**src/rtl/ultra_pkg.sv**
```systemverilog
// Shared FSM state type and default timing constants for the ultrasonic timebase.
package ultra_pkg;

  typedef enum logic [1:0] {
    StIdle,
    StBurst,
    StListen
  } state_e;

  localparam int unsigned DefCarrierDiv  = 2500;
  localparam int unsigned DefBurstPulses = 8;
  localparam int unsigned DefFrameCycles = 3_000_000;
  localparam int unsigned DefScanDiv     = 100_000;
  localparam int unsigned DefCmDiv       = 5882;
  localparam int unsigned DefCmInc       = 730144;

endpackage

```
**src/rtl/tick_div.sv**
```systemverilog
// Integer clock-enable divider: one-cycle strobe every DIV cycles, restartable by a sync clear.
module tick_div #(
  parameter int unsigned DIV = 2
) (
  input  logic system_clk,
  input  logic reset,
  input  logic clear,
  output logic tick
);

  localparam int unsigned W = $clog2(DIV);
  localparam logic [W-1:0] Last = W'(DIV - 1);

  logic [W-1:0] cnt_q;

  always_ff @(posedge system_clk) begin
    if (reset || clear) begin
      cnt_q <= '0;
      tick  <= 1'b0;
    end else begin
      tick  <= (cnt_q == Last);
      cnt_q <= (cnt_q == Last) ? '0 : cnt_q + 1'b1;
    end
  end

endmodule

```
**src/rtl/ultra_timebase.sv**
```systemverilog
// Ultrasonic ranging timebase: burst/listen frame FSM, carrier gating, scan and cm tick strobes.
// Define ULTRA_FRAC_CM_EN to derive tick_cm from a 32-bit phase accumulator instead of CM_DIV.
module ultra_timebase
  import ultra_pkg::*;
#(
  parameter int unsigned CARRIER_DIV  = DefCarrierDiv,
  parameter int unsigned BURST_PULSES = DefBurstPulses,
  parameter int unsigned FRAME_CYCLES = DefFrameCycles,
  parameter int unsigned SCAN_DIV     = DefScanDiv,
  parameter int unsigned CM_DIV       = DefCmDiv,
  parameter int unsigned CM_INC       = DefCmInc
) (
  input  logic system_clk,
  input  logic reset,
  input  logic mode,
  input  logic trig,
  input  logic abort,
  output logic stimulus,
  output logic burst_active,
  output logic listening,
  output logic frame_start,
  output logic frame_done,
  output logic tick_scan,
  output logic tick_cm
);

  localparam int unsigned BurstLen = CARRIER_DIV * BURST_PULSES;
  localparam int unsigned CarW     = $clog2(CARRIER_DIV);
  localparam int unsigned BurW     = $clog2(BurstLen);
  localparam int unsigned FrmW     = $clog2(FRAME_CYCLES);

  localparam logic [CarW-1:0] CarLast = CarW'(CARRIER_DIV - 1);
  localparam logic [CarW-1:0] CarHalf = CarW'(CARRIER_DIV / 2);
  localparam logic [BurW-1:0] BurLast = BurW'(BurstLen - 1);
  localparam logic [FrmW-1:0] FrmLast = FrmW'(FRAME_CYCLES - 1);
  localparam logic [FrmW-1:0] FrmPen  = FrmW'(FRAME_CYCLES - 2);

  state_e          state_q;
  logic [CarW-1:0] carrier_q;
  logic [BurW-1:0] burst_cnt_q;
  logic [FrmW-1:0] frame_cnt_q;

  logic            frame_end;
  logic            start_frame;
  logic            to_idle;
  logic            cm_clear;
  logic [CarW-1:0] carrier_nxt;

  assign frame_end   = (state_q == StListen) && (frame_cnt_q == FrmLast);
  // Abort dominates; mode is only looked at in IDLE and on the last frame cycle.
  assign start_frame = !abort && (((state_q == StIdle) && (mode || trig)) || (frame_end && mode));
  assign to_idle     = abort || ((state_q == StIdle) && !start_frame) || (frame_end && !mode);
  assign cm_clear    = start_frame || to_idle;
  assign carrier_nxt = (carrier_q == CarLast) ? '0 : carrier_q + 1'b1;

  always_ff @(posedge system_clk) begin
    if (reset) begin
      state_q      <= StIdle;
      carrier_q    <= '0;
      burst_cnt_q  <= '0;
      frame_cnt_q  <= '0;
      stimulus     <= 1'b0;
      burst_active <= 1'b0;
      listening    <= 1'b0;
      frame_start  <= 1'b0;
      frame_done   <= 1'b0;
    end else begin
      frame_start <= 1'b0;
      frame_done  <= 1'b0;
      if (start_frame) begin
        state_q      <= StBurst;
        carrier_q    <= '0;
        burst_cnt_q  <= '0;
        frame_cnt_q  <= '0;
        stimulus     <= 1'b1;
        burst_active <= 1'b1;
        listening    <= 1'b0;
        frame_start  <= 1'b1;
      end else if (to_idle) begin
        state_q      <= StIdle;
        carrier_q    <= '0;
        burst_cnt_q  <= '0;
        frame_cnt_q  <= '0;
        stimulus     <= 1'b0;
        burst_active <= 1'b0;
        listening    <= 1'b0;
      end else begin
        frame_cnt_q <= frame_cnt_q + 1'b1;
        frame_done  <= (frame_cnt_q == FrmPen);
        if (state_q == StBurst) begin
          if (burst_cnt_q == BurLast) begin
            state_q      <= StListen;
            stimulus     <= 1'b0;
            burst_active <= 1'b0;
            listening    <= 1'b1;
          end else begin
            burst_cnt_q <= burst_cnt_q + 1'b1;
            carrier_q   <= carrier_nxt;
            stimulus    <= (carrier_nxt < CarHalf);
          end
        end
      end
    end
  end

  tick_div #(
    .DIV(SCAN_DIV)
  ) u_scan_div (
    .system_clk(system_clk),
    .reset     (reset),
    .clear     (1'b0),
    .tick      (tick_scan)
  );

`ifdef ULTRA_FRAC_CM_EN
  logic [31:0] cm_acc_q;
  logic [32:0] cm_sum;
  logic        unused_cfg;

  assign cm_sum     = {1'b0, cm_acc_q} + 33'(CM_INC);
  assign unused_cfg = ^CM_DIV;

  always_ff @(posedge system_clk) begin
    if (reset || cm_clear) begin
      cm_acc_q <= '0;
      tick_cm  <= 1'b0;
    end else begin
      cm_acc_q <= cm_sum[31:0];
      tick_cm  <= cm_sum[32];
    end
  end
`else
  logic unused_cfg;

  assign unused_cfg = ^CM_INC;

  tick_div #(
    .DIV(CM_DIV)
  ) u_cm_div (
    .system_clk(system_clk),
    .reset     (reset),
    .clear     (cm_clear),
    .tick      (tick_cm)
  );
`endif

endmodule

```
**config.mk**
```make
export PLATFORM = sky130hd
export DESIGN_NAME = ultra_timebase
export DESIGN_NICKNAME = d
export VERILOG_FILES = /design/src/rtl/ultra_pkg.sv /design/src/rtl/tick_div.sv /design/src/rtl/ultra_timebase.sv
export SDC_FILE = /design/constraint.sdc
export NUM_CORES = 1
export LEC_CHECK = 0
export ABC_AREA = 1
export CAP_MARGIN = 20
export CORE_ASPECT_RATIO = 0.75
export CORE_UTILIZATION = 40
export CTS_BUF_LIST = sky130_fd_sc_hd__clkbuf_4 sky130_fd_sc_hd__clkbuf_8
export DETAILED_ROUTE_END_ITERATION = 16
export PLACE_DENSITY_LB_ADDON = 0.1
export SKIP_CTS_REPAIR_TIMING = 1
export SLEW_MARGIN = 40
export SYNTH_ARGS = -nofsm -noshare
export SYNTH_HDL_FRONTEND = slang
export SYNTH_SLANG_ARGS = --single-unit
```
**constraint.sdc**
```tcl
create_clock -name system_clk -period 2.7 [get_ports system_clk]
set_input_delay 0.27 -clock system_clk [delete_from_list [all_inputs] [get_ports system_clk]]
set_output_delay 0.27 -clock system_clk [all_outputs]
set_load 0.01 [all_outputs]
```
# Yosys cells after proc, flatten, opt, wreduce, memory -nomap -nowiden
# Index checks and enable logic that the tools add are counted.
totals:
  register_bits: 87
  latch_bits: 0
  mem_bits_rw: 0
  mem_bits_ro: 0
  input_bits: 5
  out_inout_bits: 7
  word_cells: 66
  n_memories: 0
op_classes:
  n_addsub: 5
  mul: 0
  div_mod_pow: 0
  order_cmp: 1
  eq_ne: 8
  shift: 0
  n_mux: 14
  n_bitwise: 1
  n_reduce_logical: 24
ops:
  columns: ["op", "n"]
  rows:
  - ["22-bit equality test (second input constant)", 2]
  - ["22-bit by 1-bit adder with 22-bit output (second input constant)", 1]
  - ["17-bit by 1-bit adder with 17-bit output (second input constant)", 1]
  - ["17-bit equality test (second input constant)", 1]
  - ["15-bit by 1-bit adder with 15-bit output (second input constant)", 1]
  - ["15-bit equality test (second input constant)", 1]
  - ["13-bit by 1-bit adder with 13-bit output (second input constant)", 1]
  - ["13-bit equality test (second input constant)", 1]
  - ["1-bit two-way mux", 13]
  - ["12-bit by 1-bit adder with 12-bit output (second input constant)", 1]
  - ["12-bit equality test (second input constant)", 1]
  - ["12-bit by 11-bit < comparator with 1-bit output (second input constant)", 1]
  - ["12-bit two-way mux", 1]
  - ["1-bit logical AND", 6]
  - ["1-bit logical OR", 6]
  - ["2-bit AND reduction", 3]
  - ["3-bit nonzero test", 2]
  - ["2-bit OR reduction", 2]
  - ["1-bit logical NOT", 3]
  - ["3-bit OR reduction", 1]
  - ["2-bit by 1-bit equality test with 1-bit output (second input constant)", 1]
  - ["2-bit equality test (second input constant)", 1]
  - ["2-bit logical NOT", 1]
  - ["1-bit NOT", 1]

# Longest topological paths before layout
# Gate-level depths: netlist of the first run.
depth:
  depth_word: 12
  mapped_depth: 13
  ltp_nobuf: 12

# Modules after synthesis
# A second synthesis of the first run with hierarchy kept.
unflattened:
  cells_unflattened: 684
  area_unflattened_um2: 4863.4
by_module_without_submodules:
  columns: ["module", "n_inst", "cells_per_inst", "area_each_um2", "seq_area_each_um2"]
  rows:
  - ["ultra_timebase", 1, 450, 3150.5, 1081.0]
  - ["tick_div at u_scan_div", 1, 141, 969.7, 360.3]
  - ["tick_div at u_cm_div", 1, 93, 743.2, 280.3]

# Worst setup path after synthesis of the first run
# No wires, ideal clock.
synth_path:
  kind: "register to register"
  from: "register burst_cnt_q[0]"
  to: "register carrier_q[5]"
  setup_ns: 0.117
  arrival_ns: 1.647
  t_required_ns: 2.583
  slack_ns: 0.936
  stages_incl_launch_ff: 10
  path_buffers: 1
  period_less_slack_ns: 1.764
  cell_sequence: "dfxtp_1 > ha_1 > nand2_1 > nor2_1 > nand4_1 > nand2_1 > inv_1 > buf_2 > a21oi_1 > nor2_1"
synth_via:
  elab_chain_cells: 3
synth_rtl:
  columns: ["item", "line_no", "rtl"]
  rows:
  - ["from (decl)", "ultra_timebase.sv:40", "logic [BurW-1:0] burst_cnt_q;"]
  - ["from (signal assigned)", "ultra_timebase.sv:97", "burst_cnt_q <= burst_cnt_q + 1'b1;"]
  - ["15-bit equality test", "ultra_timebase.sv:91", "if (burst_cnt_q == BurLast) begin"]
  - ["1-bit NOT (no line)", null, null]
  - ["2-bit AND reduction (no line)", null, null]
  - ["to (signal assigned)", "ultra_timebase.sv:98", "carrier_q <= carrier_nxt;"]
  - ["to (decl)", "ultra_timebase.sv:39", "logic [CarW-1:0] carrier_q;"]
# Every way passes these cells.
# A chain may end at the register's enable or synchronous reset.

# Worst setup path in the final report of the first run
layout_path:
  from: "register burst_cnt_q[0]"
  to: "register burst_cnt_q[7]"
layout_via:
  elab_chain_cells: 3
  word_cells_on_any_way: 4
  cone_classes: "1 x add/sub; 1 x eq/ne; 1 x bitwise; 1 x reduce/logical"
layout_rtl:
  columns: ["item"]
  rows:
  - ["branches (longest 3 deep; another with 15-bit by 1-bit adder with 15-bit output)"]
# Parallel ways; which one is timed is not known.

==> results.sh, run 1 <==
export IMPL_run_status="complete, no violations"
export IMPL_die_w_um=121
export IMPL_cp_data_required_time_ps=2930
export IMPL_route_detailed_vias_per_inst=4.85
export IMPL_gr_max_usage_layer="met2"
export IMPL_syn_nets=611
export IMPL_cp_bufs_invs=1
export IMPL_worst_path_max_delay_cell="sky130_fd_sc_hd__dfxtp_1"
export IMPL_crit_reg2reg_launch="burst_cnt_q[0]$_SDFFE_PP0P_"
export IMPL_synthesis_instances=599
export IMPL_synth_yosys_seq_area_share_pct=40.5
export IMPL_drt_pre_antenna_iters=4
export IMPL_path_delay_family="simple AND/OR/NAND/NOR gates"
export IMPL_global_route_wire_length_before_repair_mm=15.2
export IMPL_worstPathMaxFanout=32
export IMPL_hpwlAfterDp_mm=6.36
export IMPL_setup_viol=0
export IMPL_io_pin_count=12
export IMPL_cellLeakagePower_nw=1.54
export IMPL_worstMarginPinSlew_ps=557
export IMPL_full_die_area_sq_um=11000
export IMPL_cap_viol_max_count=0
export IMPL_tritoncts="done"
export IMPL_muxShareOfSynthArea_pct=0
export IMPL_clock_sink_count=86
export IMPL_critPathLaunch="burst_cnt_q[0]$_SDFFE_PP0P_"
export IMPL_ff_latch_area_sq_um=1720
export IMPL_total_power_mw=2.34
export IMPL_final_util_pct=45.5
export IMPL_h_tree_level_count=3
export IMPL_maxSlewHeadroom_pct=62.8
export IMPL_clkLatencyLatePin_ps=350
export IMPL_maximum_number_of_pins_on_one_net_before_global_route_repair=33
export IMPL_placementRows=32
export IMPL_drt_first_iter_violations=151
export IMPL_cts_made_buffers=9
export IMPL_global_route_usage_met3_pct=4.46
export IMPL_ys_top_cells_by_area="sky130_fd_sc_hd__dfxtp_1 41%, sky130_fd_sc_hd__nand2_1 11%, sky130_fd_sc_hd__nor2_1 9.7%"
export IMPL_hold_class="reg -> reg"
export IMPL_synth_top_family_by_area="simple AND/OR/NAND/NOR gates"
export IMPL_num_fill_cells=1056
export IMPL_worst_setup_hold_path_clk_slew_ps=90
export IMPL_wire_per_inst_um=11.5
export IMPL_fin_crit_sh_pct=84.6
export IMPL_worstPathArrival_ps=2520
export IMPL_final_setup_tns_ps=0
export IMPL_r2r_slack_ps=410
export IMPL_grt_util_all_layers_pct=17.2
export IMPL_synth_simple_gate_area_share_pct=34.8
export IMPL_synthAdderAreaFrac_pct=2.06
export IMPL_synth_distinct_cells=34
export IMPL_clockRootBuffer="sky130_fd_sc_hd__clkbuf_8"
export IMPL_yosys_area_top_type="sky130_fd_sc_hd__dfxtp_1"
export IMPL_mean_instance_size_in_the_synthesized_netlist_sq_um=7.10
export IMPL_yosys_warnings=0
export IMPL_ctsLongestPathBuffers=2
export IMPL_antenna_violating_nets_post_route=0
export IMPL_syn_to_final_growth_pct=10.3
export IMPL_ys_ff_latch=86
export IMPL_die_y_um=91.3
export IMPL_final_common_cell="sky130_fd_sc_hd__nand2_1"
export IMPL_power_per_cell_area_nw_per_um2=499
export IMPL_commonest_non_fill_non_tap_cells_in_the_layout="119 x sky130_fd_sc_hd__nand2_1, 110 x sky130_fd_sc_hd__nor2_1, 86 x sky130_fd_sc_hd__dfxtp_1"
export IMPL_crit_path_start_kind="register"
export IMPL_core_region_area_sq_um=10300
export IMPL_xor_xnor_share_of_the_synthesized_area_pct=6.39
export IMPL_buffer_ports_inserted=11
export IMPL_finalHoldViolations=0
export IMPL_worst_setup_path_type="reg -> reg"
export IMPL_grt_pass1_vias=3401
export IMPL_synth_top_area_share_pct=40.5
export IMPL_dr_total_vias=3655
export IMPL_antenna_violations_before_repair=0
export IMPL_num_antenna_cells=0
export IMPL_setup_worst_path_end="burst_cnt_q[7]$_SDFFE_PP0P_"
export IMPL_layout_drive_gt1_share_pct=6.48
export IMPL_max_stage_delay_ps=470
export IMPL_grtUsageMet1_pct=23.5
export IMPL_timing_final_max_slew_violations=0
export IMPL_initial_core_util_pct=41.3
export IMPL_crit_cells=9
export IMPL_worst_r2r_path_depth=9
export IMPL_drc=0
export IMPL_timing_final_crit_period_ps=2290
export IMPL_grt_setup_unrepaired="no"
export IMPL_area_occupied_by_multi_input_gates_sq_um=2190
export IMPL_nets=624
export IMPL_critPathCaptureType="register"
export IMPL_worst_r2r_endpoint="burst_cnt_q[7]$_SDFFE_PP0P_"
export IMPL_vdd_ir_drop_max_uv=356
export IMPL_finalClockSkew_ps=10.6
export IMPL_met2_track_utilization_from_global_routing_pct=26.5
export IMPL_max_freq_mhz=438
export IMPL_synth_compound_area_share_pct=8.24
export IMPL_gr_total_overflow=0
export IMPL_timing_critical_path_cells="ha_1 -> nand2_1 -> nor2_1 -> nand4_1 -> nand2_1 -> buf_4 -> nor2_1 -> a31oi_1 -> nor3_1"
export IMPL_drt_total_wl_mm=8.66
export IMPL_synth_area_sq_um=4250
export IMPL_routabilityCongestion=0.808
[per-stage QoR]
step / area (sq um) / hold WS (ps) / setup slack (ps) / std cells
floorplan: 4250 / 342 / 936 / 599
global placement: 4470 / 432 / 492 / 737
detailed placement: 4470 / 442 / 430 / 737
CTS: 4690 / 458 / 409 / 753
global route: 4690 / 482 / 195 / 753
finish: 4690 / 452 / 415 / 753
[registers in the layout, indices dropped and copies added, names as in the netlist, 2 cells and up]
name              count
carrier_q            12
frame_cnt_q          22
state_q               2
burst_cnt_q          15
u_cm_div.cnt_q       13
u_scan_div.cnt_q     17
[cell type report]
cell class	count	share of cell area, %
multi-input combinational	434	46.7
inverter	68	5.45
sequential	86	36.7
timing repair buffer	13	2.94
clock inverter	4	1.15
clock buffer	12	3.39
tap	136	3.63
[how the worst min path moves through the flow]
stage | start | to | slack [ps] | cells after the start
5_1_grt | u_scan_div.cnt_q[0]$_SDFF_PP0_ | u_scan_div.cnt_q[0]$_SDFF_PP0_ | 480 | 1
3_5_place_dp | u_scan_div.cnt_q[0]$_SDFF_PP0_ | u_scan_div.cnt_q[0]$_SDFF_PP0_ | 440 | 1
6_report | u_scan_div.cnt_q[0]$_SDFF_PP0_ | u_scan_div.cnt_q[0]$_SDFF_PP0_ | 450 | 1
2_1_floorplan | reset | frame_start$_SDFF_PP0_ | 340 | 1
4_1_cts | u_scan_div.cnt_q[0]$_SDFF_PP0_ | u_scan_div.cnt_q[0]$_SDFF_PP0_ | 460 | 1
3_3_place_gp | u_scan_div.cnt_q[0]$_SDFF_PP0_ | u_scan_div.cnt_q[0]$_SDFF_PP0_ | 430 | 1
[Yosys cell counts, drive strengths merged]
library cell  instances
nor3b                 4
o31ai                 1
o21ai                10
o211ai                1
o21bai                2
or2                   5
nand3                26
nand4                14
nor4                  4
nand2               122
a211oi                3
nor3                 39
inv                  68
buf                  10
xnor2                 7
xor2                 24
a31oi                 5
a21oi                39
clkbuf                1
nor2                116
nand3b                2
dfxtp                86
o21a                  2
o22ai                 1
ha                    7
[where the power goes]
group	switching [mW]	internal (mW)
logic	0.0703	0.0345
clock network	0.456	0.492
registers	0.00902	1.28
total	0.536	1.80
[routing by layer]
layer	vias to the layer above	routed length (um)	part of all wire, %
met2	31	3630	42
met3	9	226	2.6
met5	-	0	0
li1	1954	-	-
met4	0	87	1.0
met1	1661	4710	54
[cell families after synthesis]
logic type,after synthesis
AO/OA/AOI/OAI,64
XOR/XNOR,31
adder cells (fa/ha/maj),7
buffers and inverters,79
flip-flops,86
AND/OR/NAND/NOR,332
Note: power is estimated with default switching activity, not from simulation.
==> run 2: changes to the inputs <==
- clock period: 2.7 -> 2.05 ns (I/O delays scaled with it)
==> run 2 against run 1 <==
Effect of this change: non-clock buffer count rose by 9; die area did not move; total power increased by 40%; wire length fell by 0.25%; via count up 0.36%.
==> results.sh, run 2 (synthesized netlist as in run 1, its figures left out) <==
export IMPL_run_status="complete, no violations"
export IMPL_biggest_registers_after_layout="frame_cnt_q x22, u_scan_div.cnt_q x17, burst_cnt_q x15"
export IMPL_clkLatencyLatePin_ps=350
export IMPL_num_fill_cells=1040
export IMPL_finalHoldViolations=0
export IMPL_worst_r2r_endpoint="burst_cnt_q[7]$_SDFFE_PP0P_"
export IMPL_grt_setup_unrepaired="yes"
export IMPL_setup_worst_path_end="burst_cnt_q[7]$_SDFFE_PP0P_"
export IMPL_critPathCaptureType="register"
export IMPL_grt_pass1_vias=3290
export IMPL_setup_ws_pre_cts_ps=133
export IMPL_h_tree_level_count=3
export IMPL_ctsLongestPathBuffers=2
export IMPL_worst_setup_path_type="reg -> reg"
export IMPL_routabilityCongestion=0.794
export IMPL_finalHoldWorstSlack_ps=449
export IMPL_syn_to_final_growth_pct=13.7
export IMPL_num_antenna_cells=0
export IMPL_final_common_cell="sky130_fd_sc_hd__nand2_1"
export IMPL_worst_slack_ps=195
export IMPL_timing_final_crit_period_ps=1850
export IMPL_core_region_area_sq_um=10300
export IMPL_wire_per_inst_um=11.3
export IMPL_fin_crit_sh_pct=90.5
export IMPL_cellLeakagePower_nw=1.64
export IMPL_drc=0
export IMPL_antenna_violating_nets_post_route=0
export IMPL_initial_core_util_pct=41.3
export IMPL_die_w_um=121
export IMPL_finalClockSkew_ps=5.61
export IMPL_maxSlewHeadroom_pct=63.2
export IMPL_worstPathMaxFanout=24
export IMPL_hpwlAfterDp_mm=6.33
export IMPL_critPathLaunch="burst_cnt_q[1]$_SDFFE_PP0P_"
export IMPL_dr_total_vias=3668
export IMPL_hold_start="u_scan_div.cnt_q[4]$_SDFF_PP0_"
export IMPL_worst_r2r_path_depth=9
export IMPL_max_freq_mhz=539
export IMPL_timing_final_max_slew_violations=0
export IMPL_global_route_wire_length_before_repair_mm=14.9
export IMPL_placementRows=32
export IMPL_antenna_violations_before_repair=0
export IMPL_layout_drive_gt1_share_pct=7.83
export IMPL_final_instance_count_excl_fill=762
export IMPL_crit_reg2reg_launch="burst_cnt_q[1]$_SDFFE_PP0P_"
export IMPL_registers_top_by_ff_count="frame_cnt_q"
export IMPL_cell_count_after_placement=745
export IMPL_cap_viol_max_count=0
export IMPL_buffer_ports_inserted=11
export IMPL_worst_setup_hold_path_clk_slew_ps=80
export IMPL_route_detailed_vias_per_inst=4.81
export IMPL_final_setup_tns_ps=0
export IMPL_cts_made_buffers=9
export IMPL_grt_util_all_layers_pct=17.0
export IMPL_die_y_um=91.3
export IMPL_drt_pre_antenna_iters=4
export IMPL_clock_sink_count=86
export IMPL_io_pin_count=12
export IMPL_maximum_number_of_pins_on_one_net_before_global_route_repair=25
export IMPL_drt_total_wl_mm=8.63
export IMPL_vdd_ir_drop_max_uv=379
export IMPL_final_util_pct=47.0
export IMPL_nets=633
export IMPL_largest_register_ffs=22
export IMPL_gr_total_overflow=0
export IMPL_full_die_area_sq_um=11000
export IMPL_worstMarginPinSlew_ps=551
export IMPL_hold_class="reg -> reg"
export IMPL_r2r_slack_ps=200
export IMPL_final_cell_area_sq_um=4830
export IMPL_total_power_mw=3.28
export IMPL_placed_area_sq_um=4550
export IMPL_tritoncts="done"
export IMPL_cp_data_required_time_ps=2280
export IMPL_power_per_cell_area_nw_per_um2=679
export IMPL_commonest_non_fill_non_tap_cells_in_the_layout="119 x sky130_fd_sc_hd__nand2_1, 110 x sky130_fd_sc_hd__nor2_1, 86 x sky130_fd_sc_hd__dfxtp_1"
export IMPL_clockRootBuffer="sky130_fd_sc_hd__clkbuf_8"
export IMPL_crit_path_start_kind="register"
export IMPL_worstPathArrival_ps=2090
export IMPL_setup_viol=0
export IMPL_drt_first_iter_violations=183
==> run 2: cell types whose count changed in the layout (fill, tap and decap cells not counted), moves of 2 or more <==
cell	before	now
sky130_fd_sc_hd__buf_4	1	8
sky130_fd_sc_hd__bufinv_16	1	3
sky130_fd_sc_hd__clkbuf_4	1	3
sky130_fd_sc_hd__clkbuf_8	11	9
sky130_fd_sc_hd__clkinvlp_4	2	0
==> run 2: critical path: stages, from the launching register on <==
cell	delay, ps
sky130_fd_sc_hd__dfxtp_1	390
sky130_fd_sc_hd__ha_1	180
sky130_fd_sc_hd__nand2_1	50
sky130_fd_sc_hd__nor2_1	190
sky130_fd_sc_hd__nand4_1	190
sky130_fd_sc_hd__nand2_1	140
sky130_fd_sc_hd__buf_4	270
sky130_fd_sc_hd__nor2_1	100
sky130_fd_sc_hd__a31oi_1	140
sky130_fd_sc_hd__nor3_1	60
==> run 2: layout make-up <==
cell class	instances	area, sq um	share of cell area, %
repair buffers	22	235	4.87
flip-flops and latches	86	1720	35.6
clock inverters	4	95.1	1.97
multi-input cells	434	2210	45.7
clock buffers	12	146	3.03
well taps	136	170	3.52
inverters	68	255	5.28
==> run 2: report_power, final <==
part | internal [mW] | leakage [nW] | switching [mW]
Clock | 0.850 | 0.125 | 0.585
Sequential | 1.68 | 0.694 | 0.0111
Combinational | 0.0576 | 0.816 | 0.0959
Total | 2.59 | 1.64 | 0.692
==> run 2: worst min path at each step <==
stage          depth (start not counted)                        endpoint  slack (ps)
6_report                               2  u_scan_div.cnt_q[4]$_SDFF_PP0_         450
5_1_grt                                2  u_scan_div.cnt_q[4]$_SDFF_PP0_         460
4_1_cts                                2  u_scan_div.cnt_q[4]$_SDFF_PP0_         450
3_5_place_dp                           2  u_scan_div.cnt_q[4]$_SDFF_PP0_         440
3_3_place_gp                           2  u_scan_div.cnt_q[4]$_SDFF_PP0_         430
2_1_floorplan                          1          frame_start$_SDFF_PP0_         280
==> run 2: layer usage <==
layer  GRT usage [%]  up-vias  part of all wire (%)
li1                -     1978                     -
met1            23.8     1639                    54
met2            25.0       49                    41
met3            4.52        2                   4.2
met4            5.25        0                  0.35
met5               0        -                     0
